===== src/rtl/shift_ctrl_pkg.sv =====
// Shared types and constants for the shift_ctrl serial sequencer.
package shift_ctrl_pkg;

    typedef enum logic [1:0] {
        IDLE  = 2'd0,
        SHIFT = 2'd1,
        DONE  = 2'd2
    } state_t;

    localparam logic DIR_LEFT  = 1'b0;
    localparam logic DIR_RIGHT = 1'b1;

endpackage


===== src/rtl/shift_ctrl_core.sv =====
// Bidirectional parallel-load shift register: load wins over shift, and
// ser_in fills the end vacated by the shift.
module shift_ctrl_core
    import shift_ctrl_pkg::*;
#(
    parameter int WIDTH = 8
) (
    input  logic             clk,
    input  logic             rst,
    input  logic             load,
    input  logic [WIDTH-1:0] load_data,
    input  logic             shift_en,
    input  logic             dir,
    input  logic             ser_in,
    output logic [WIDTH-1:0] data,
    output logic             out_bit
);

    logic [WIDTH-1:0] data_q;
    logic [WIDTH-1:0] data_d;

    always_comb begin
        // NOTE: default first so every path assigns data_d; no latch is inferred.
        data_d = data_q;
        if (load) begin
            data_d = load_data;
        end else if (shift_en) begin
            data_d = (dir == DIR_LEFT) ? {data_q[WIDTH-2:0], ser_in}
                                       : {ser_in, data_q[WIDTH-1:1]};
        end
    end

    always_ff @(posedge clk or posedge rst) begin
        // NOTE: non-blocking so every flop samples pre-edge values.
        if (rst) begin
            data_q <= '0;
        end else begin
            data_q <= data_d;
        end
    end

    assign data    = data_q;
    assign out_bit = (dir == DIR_LEFT) ? data_q[WIDTH-1] : data_q[0];

endmodule


===== src/rtl/shift_ctrl.sv =====
// Command/response sequencer: loads a word, shifts it out one bit per
// un-held cycle while capturing ser_in, then presents the captured word.
module shift_ctrl
    import shift_ctrl_pkg::*;
#(
    parameter int WIDTH = 8,
    parameter int CNT_W = $clog2(WIDTH + 1)
) (
    input  logic             clk,
    input  logic             rst,
    input  logic             cmd_valid,
    output logic             cmd_ready,
    input  logic [WIDTH-1:0] cmd_data,
    input  logic             cmd_dir,
    input  logic [CNT_W-1:0] cmd_len,
    input  logic             ser_hold,
    input  logic             ser_in,
    output logic             ser_out,
    output logic             ser_valid,
    output logic             rsp_valid,
    input  logic             rsp_ready,
    output logic [WIDTH-1:0] rsp_data,
    output logic             busy
);

    localparam logic [CNT_W-1:0] FULL_LEN = CNT_W'(WIDTH);
    localparam logic [CNT_W-1:0] ONE      = CNT_W'(1);

    state_t           state_q, state_d;
    logic [CNT_W-1:0] cnt_q, cnt_d;
    logic             dir_q, dir_d;
    logic             load;
    logic             shift_en;
    logic             out_bit;

    always_comb begin
        state_d  = state_q;
        cnt_d    = cnt_q;
        dir_d    = dir_q;
        load     = 1'b0;
        shift_en = 1'b0;
        case (state_q)
            IDLE: begin
                if (cmd_valid) begin
                    load    = 1'b1;
                    dir_d   = cmd_dir;
                    cnt_d   = (cmd_len == '0) ? FULL_LEN : cmd_len;
                    state_d = SHIFT;
                end
            end
            SHIFT: begin
                // A held final shift simply waits; completion needs a real shift.
                if (!ser_hold) begin
                    shift_en = 1'b1;
                    cnt_d    = cnt_q - ONE;
                    if (cnt_q == ONE) begin
                        state_d = DONE;
                    end
                end
            end
            DONE: begin
                if (rsp_ready) begin
                    state_d = IDLE;
                end
            end
            default: state_d = IDLE;
        endcase
    end

    always_ff @(posedge clk or posedge rst) begin
        if (rst) begin
            state_q <= IDLE;
            cnt_q   <= '0;
            dir_q   <= DIR_LEFT;
        end else begin
            state_q <= state_d;
            cnt_q   <= cnt_d;
            dir_q   <= dir_d;
        end
    end

    shift_ctrl_core #(
        .WIDTH(WIDTH)
    ) u_core (
        .clk       (clk),
        .rst       (rst),
        .load      (load),
        .load_data (cmd_data),
        .shift_en  (shift_en),
        .dir       (dir_q),
        .ser_in    (ser_in),
        .data      (rsp_data),
        .out_bit   (out_bit)
    );

    assign cmd_ready = (state_q == IDLE);
    assign busy      = (state_q != IDLE);
    assign rsp_valid = (state_q == DONE);
    assign ser_valid = shift_en;
    assign ser_out   = (state_q == SHIFT) && out_bit;

endmodule


===== config.mk =====
export PLATFORM = sky130hd
export DESIGN_NAME = shift_ctrl
export DESIGN_NICKNAME = d
export VERILOG_FILES = /design/src/rtl/shift_ctrl_pkg.sv /design/src/rtl/shift_ctrl_core.sv /design/src/rtl/shift_ctrl.sv
export SDC_FILE = /design/constraint.sdc
export NUM_CORES = 1
export LEC_CHECK = 0
export CORE_MARGIN = 2
export CORE_UTILIZATION = 34
export DETAILED_ROUTE_END_ITERATION = 16
export SLEW_MARGIN = 20
export SYNTH_ARGS = -nofsm -noshare
export SYNTH_HDL_FRONTEND = slang
export SYNTH_HIERARCHICAL = 1
export SYNTH_SLANG_ARGS = --single-unit
export TNS_END_PERCENT = 100

===== constraint.sdc =====
create_clock -name clk -period 1.55 [get_ports clk]
set_input_delay 0.155 -clock clk [delete_from_list [all_inputs] [get_ports clk]]
set_output_delay 0.155 -clock clk [all_outputs]
set_load 0.05 [all_outputs]

# Word-level counts from Yosys, hierarchy flattened
# Cells that the tools add are included.
word_totals:
  output_inout_bits: 13
  input_bits: 19
  elab_cells: 38
  ff_bits: 15
classes:
  muxes: 17
  n_addsub: 1
  eq_ne: 7
  n_reduce_logical: 9
ops:
  columns: ["cell", "n"]
  rows:
  - ["2-to-1 mux 8 bit", 3]
  - ["2-to-1 mux 4 bit", 3]
  - ["2-to-1 mux 2 bit", 4]
  - ["one-hot mux 4 bit (2 select lines)", 1]
  - ["inequality test 2 bit, second input constant", 3]
  - ["one-hot mux 2 bit (3 select lines)", 1]
  - ["nonzero test 2 bit", 3]
  - ["2-to-1 mux 1 bit", 5]
  - ["== test 4 x 1 -> 1 bit, second input constant", 1]
  - ["zero test 4 bit", 1]
  - ["AND reduction 4 bit", 1]
  - ["subtractor 4 x 1 -> 4 bit, second input constant", 1]
  - ["AND reduction 3 bit", 1]
  - ["== test 2 x 1 -> 1 bit, second input constant", 1]
  - ["== test 2 bit, second input constant", 1]
  - ["zero test 2 bit", 1]
  - ["inequality test 2 x 1 -> 1 bit, second input constant", 1]
  - ["AND reduction 2 bit", 1]
  - ["logical AND 1 bit", 1]

# Depth between registers and ports, before layout
# Gate-level depths: netlist (run 1).
logic_depth:
  ltp_word: 4
  ltp_mapped: 5
  mapped_depth_nobuf: 5

# By module
# Netlist (run 1), hierarchy kept.
by_module_without_submodules:
  columns: ["mod", "instances", "area_per_inst_um2", "cells_each", "seq_area_each_um2"]
  rows:
  - ["shift_ctrl_core", 1, 493.0, 46, 200.2]
  - ["shift_ctrl", 1, 447.9, 48, 175.2]

# Worst setup path after synthesis (run 1)
# Ideal clock, no wire load.
synth_timing:
  kind: "register -> register"
  start: "register state_q[1]"
  end: "register u_core.data_q[0] (netlist: u_core/data[0])"
  t_required_ps: 1463
  setup_slack_ps: -473
  arrival_ps: 1937
  period_less_slack_ps: 2023
  path_buffers: 1
  path_stages_with_launch: 6
  setup_time_ps: 87
  cell_sequence: "dfrtp_1 -> nand2b_1 -> nor2_1 -> nand2b_1 -> buf_2 -> o211ai_1"
synth_between:
  elab_chain_cells: 3
  word_cells_on_any_way: 6
  cone_classes: "eq/ne: 1; mux: 3; reduce/logical: 2"
synth_lines:
  columns: ["item", "line_no", "text"]
  rows:
  - ["start, declared", "shift_ctrl.sv:29", "state_t state_q, state_d;"]
  - ["start signal, assigned", "shift_ctrl.sv:76", "state_q <= state_d;"]
  - ["== test 2 x 1 -> 1 bit", "shift_ctrl.sv:42", "case (state_q)"]
  - ["2-to-1 mux 1 bit", "shift_ctrl.sv:42", null]
  - ["via ser_valid", "shift_ctrl.sv:19", "output logic ser_valid,"]
  - ["nonzero test 2 bit (no source line)", null, null]
  - ["end signal, assigned", "shift_ctrl_core.sv:38", "data_q <= data_d;"]
  - ["end, declared", "shift_ctrl_core.sv:19", "logic [WIDTH-1:0] data_q;"]
# The timed path passes the listed nets, and every way through them passes these cells.
# A chain may end at the register's enable or synchronous reset.

# Final worst setup path (run 1)
layout_timing:
  start: "register state_q[1]"
  end: "output ser_out"
layout_between:
  elab_chain_cells: 2
layout_lines:
  columns: ["item", "line_no", "text"]
  rows:
  - ["== test 2 x 1 -> 1 bit", "shift_ctrl.sv:100", "assign ser_out = (state_q == SHIFT) && out_bit;"]
  - ["logical AND 1 bit", "shift_ctrl.sv:100", null]
  - ["end, declared", "shift_ctrl.sv:18", "output logic ser_out,"]
# Every way passes these cells.

==> results summary, run 1 <==
The die height came out at 56.6 um. The worst-case IR drop observed on VDD is 0.00131 V. The relative area change from synthesis to final layout is 50.3%. The sequential cell area in the final layout came out at 377 sq um. The initial antenna violation count was 0. The wire length of the first global-routing pass is 3770 um.

Max-cap violations in this run came to 0. Synthesis produced a netlist with a net count of 115. Setup repair after global routing could not meet its margin everywhere. After global routing the overflow that remains totals 0. The diode insertion count for antenna repair is 0. The netlist area before placement is 941 sq um. The final weighted congestion in routability-driven placement came out at 0.704.

The number of violations reported at the end of detailed-routing iteration 0 is 10. The width of the die came out at 56.6 um. The count of synthesis-stage warnings from yosys is 6. The number of buffers added by the clock tree synthesis step is 3. The final net count is 157. The total power after layout is 2.81 mW. The total clock sinks is 15. Yosys mapped the design onto 30 distinct sky130hd cell types. In the layout the commonest cells are clkdlybuf4s50_1, buf_4, dfrtp_1. The number of optimization iterations in the first detailed-route pass came out at 4. The CTS clock-pin slew for the worst setup and hold paths is 0.09 ns. Counting I/O delays and the setup requirement, the final critical path takes 1.53 ns.

The initial cell density of the core came out at 35.0%. The DRC violation count after routing is 0. The cell depth of the worst flop-to-flop path is 6. The peak per-stage delay on the critical path is 0.41 ns. The minimum setup slack among reg-to-reg paths is 0.10 ns.

The count of endpoints failing setup in the final report is 0. The initialized floorplan defines 19 standard-cell rows. The number of flops mapped to enable cells by yosys is 0.

The worst-skew pair later-pin latency came out at 0.28 ns. The number of synthesized register bits is 15. The number of hold violations in the final report is 0. Summing the sequential cell areas from Yosys gives 39.9% of the chip area. The startpoint kind of the worst setup timing path is a register. The share of the clock period used by the worst path after layout came out at 98.7%. The static leakage came out at 0.631 nW. The quantity of hold-fixing buffers added after cts came out at 0. Of all flip-flops after synthesis, the portion carrying an async set or reset was 100%. The final layout contains routed wiring with a total length of 2260 um.

In this run the critical register-to-register path is captured at u_core/data[1]. The critical path goes through buf_4 -> and2b_4 -> and2_1 -> buf_6. CTS built an H-tree with a depth of 1. TritonCTS built the clock tree. For this design, the slowest cell found on the critical path is dfrtp_1. The critical path required time is 1.39 ns. The timing-limited maximum frequency is 654 MHz. The max-slew violation count came to 0. The clock root buffer is clkbuf_4.

The flow ran to the end, and the final reports show no timing, DRC or antenna violations. The overall via count from detail_route is 843. The number of input and output port buffers inserted came out at 31. The critical path is of the register to output port type. The region available for standard cell placement spans 2690 sq um. At the pin with the least slew margin, the transition time is 0.456 ns. The min-delay analysis places its worst path in the category input port to asynchronous set/reset pin. Summing all multi-input logic gate instances after layout gives 547 sq um. The maximum number of pins on one net before global-route repair is 19. Summed over all nets, the half-perimeter wirelength after detailed placement is 1730 um. In the final layout, the share of cells above drive strength 1 is 33.3%. The worst slew margin relative to its limit came out at 69.2%.

The longest clock path from root to sink contains 2 buffers. The per-cell routed wire length came out at 13.6 um. The average footprint of a synthesized cell came out at 10.0 sq um. The origin of the critical flop-to-flop path is state_q[1]. The signal arrival time at the worst endpoint is 1.38 ns. The global router's overall resource usage came out at 15.2%.

The final antenna-violating net count came out at 0. The cell area power density came out at 1990 nW/um^2. The synthesized instance count came out at 94.

The worst setup path is captured at an output port. The most frequently used flop master after synthesis is dfrtp_1. The via density per instance came out at 5.08. The most frequent standard cell in the layout excluding fill and tap cells is clkdlybuf4s50_1. The number of fillers in the final layout is 256. The worst setup skew after layout came out at 0.00198 ns. The die footprint came out at 3200 sq um. In this run the count of I/O pins placed on the die edge is 32.

The maximum fanout encountered on the critical timing path came out at 4. In the final timing run, aggregate negative setup slack is 0 ns. The number of global-route vias before repair is 809.
==> layer usage <==
metal	vias up	global-route usage, %	wire, um
li1	419	-	-
met1	390	19.5	1030
met2	30	23.8	1050
met3	4	3.00	141
met4	0	8.16	34
met5	-	0	0
==> synthesized netlist by cell type, types with 3 or more instances <==
cell / instances / area share (%)
mux2i_1: 8 / 8.5
nand2b_1: 4 / 2.7
dfrtp_1: 15 / 40
nand2_1: 9 / 3.6
or3b_2: 6 / 5.6
inv_1: 6 / 2.4
o211ai_1: 7 / 5.6
nor2_1: 5 / 2.0
a21oi_1: 4 / 2.1
o21ai_0: 3 / 1.6
==> state kept, by name, summed over array words and instances (netlist names) <==
name	count
cnt_q	4
dir_q	1
state_q	2
u_core/data	8
==> worst max path at each step <==
stage                from              to  slack [ns]  depth (start not counted)
2_1_floorplan  state_q[0]  u_core/data[0]       0.008                          5
3_3_place_gp    cmd_valid  u_core/data[3]        0.05                          4
4_1_cts        state_q[1]       ser_valid       0.008                          4
6_report       state_q[1]         ser_out        0.02                          4
3_5_place_dp    cmd_valid  u_core/data[1]        0.02                          4
5_1_grt        state_q[1]         ser_out       -0.04                          4
==> worst max-delay path, delay by kind of cell, from the launching register on <==
kind	cells	cell delay, ns
buffers and inverters	2	0.32
DFF	1	0.41
and+or+nand+nor	2	0.38
==> layout make-up <==
type                       count  share of cell area [%]
timing repair buffer          40                    28.5
tap                           31                    2.74
sequential                    15                    26.6
inverter                       6                    1.59
multi-input combinational     70                    38.7
clock buffer                   4                    1.86
==> cells by family after synthesis <==
| kind of cell | count (synthesis) | synth area share (%) |
|---|---|---|
| AOI/OAI and AO/OA | 22 | 17.4 |
| adders and majority gates | 2 | 2.66 |
| buffers and inverters | 9 | 4.65 |
| DFF | 15 | 39.9 |
| muxes | 10 | 11.3 |
| and+or+nand+nor | 36 | 24.1 |
==> timing repair <==
action,in CTS,in global routing
setup buffers,2,1
pin swaps,1,1
gates cloned,0,0
endpoints found under the setup margin,1,9
gates resized for setup,2,2
==> metrics by stage <==
step	worst slack (ns)	area, sq um	hold slack, ns	util [%]	cells
CTS	0.00785	1400	0.137	52.1	165
global route	-0.0368	1410	0.147	52.6	166
finish	0.0200	1410	0.130	52.6	166
detailed placement	0.0165	1350	0.450	50.4	159
global placement	0.0495	1350	0.448	50.4	159
floorplan	0.00843	963	-0.0416	-	94
==> report_power, final <==
group	total (mW)	leakage, nW	switching, mW	internal [mW]
Combinational	1.85	0.432	1.02	0.832
Clock	0.228	0.0150	0.128	0.0998
Sequential	0.737	0.184	0.173	0.564
Total	2.81	0.631	1.32	1.50
No activity file was read; power rests on OpenSTA's default activity.
==> run 2: changes to the inputs <==
HOLD_SLACK_MARGIN = 0.03   (was unset)
==> results of run 2 <==
Same layout as run 1: the final DEF is identical, and so are final timing and power.
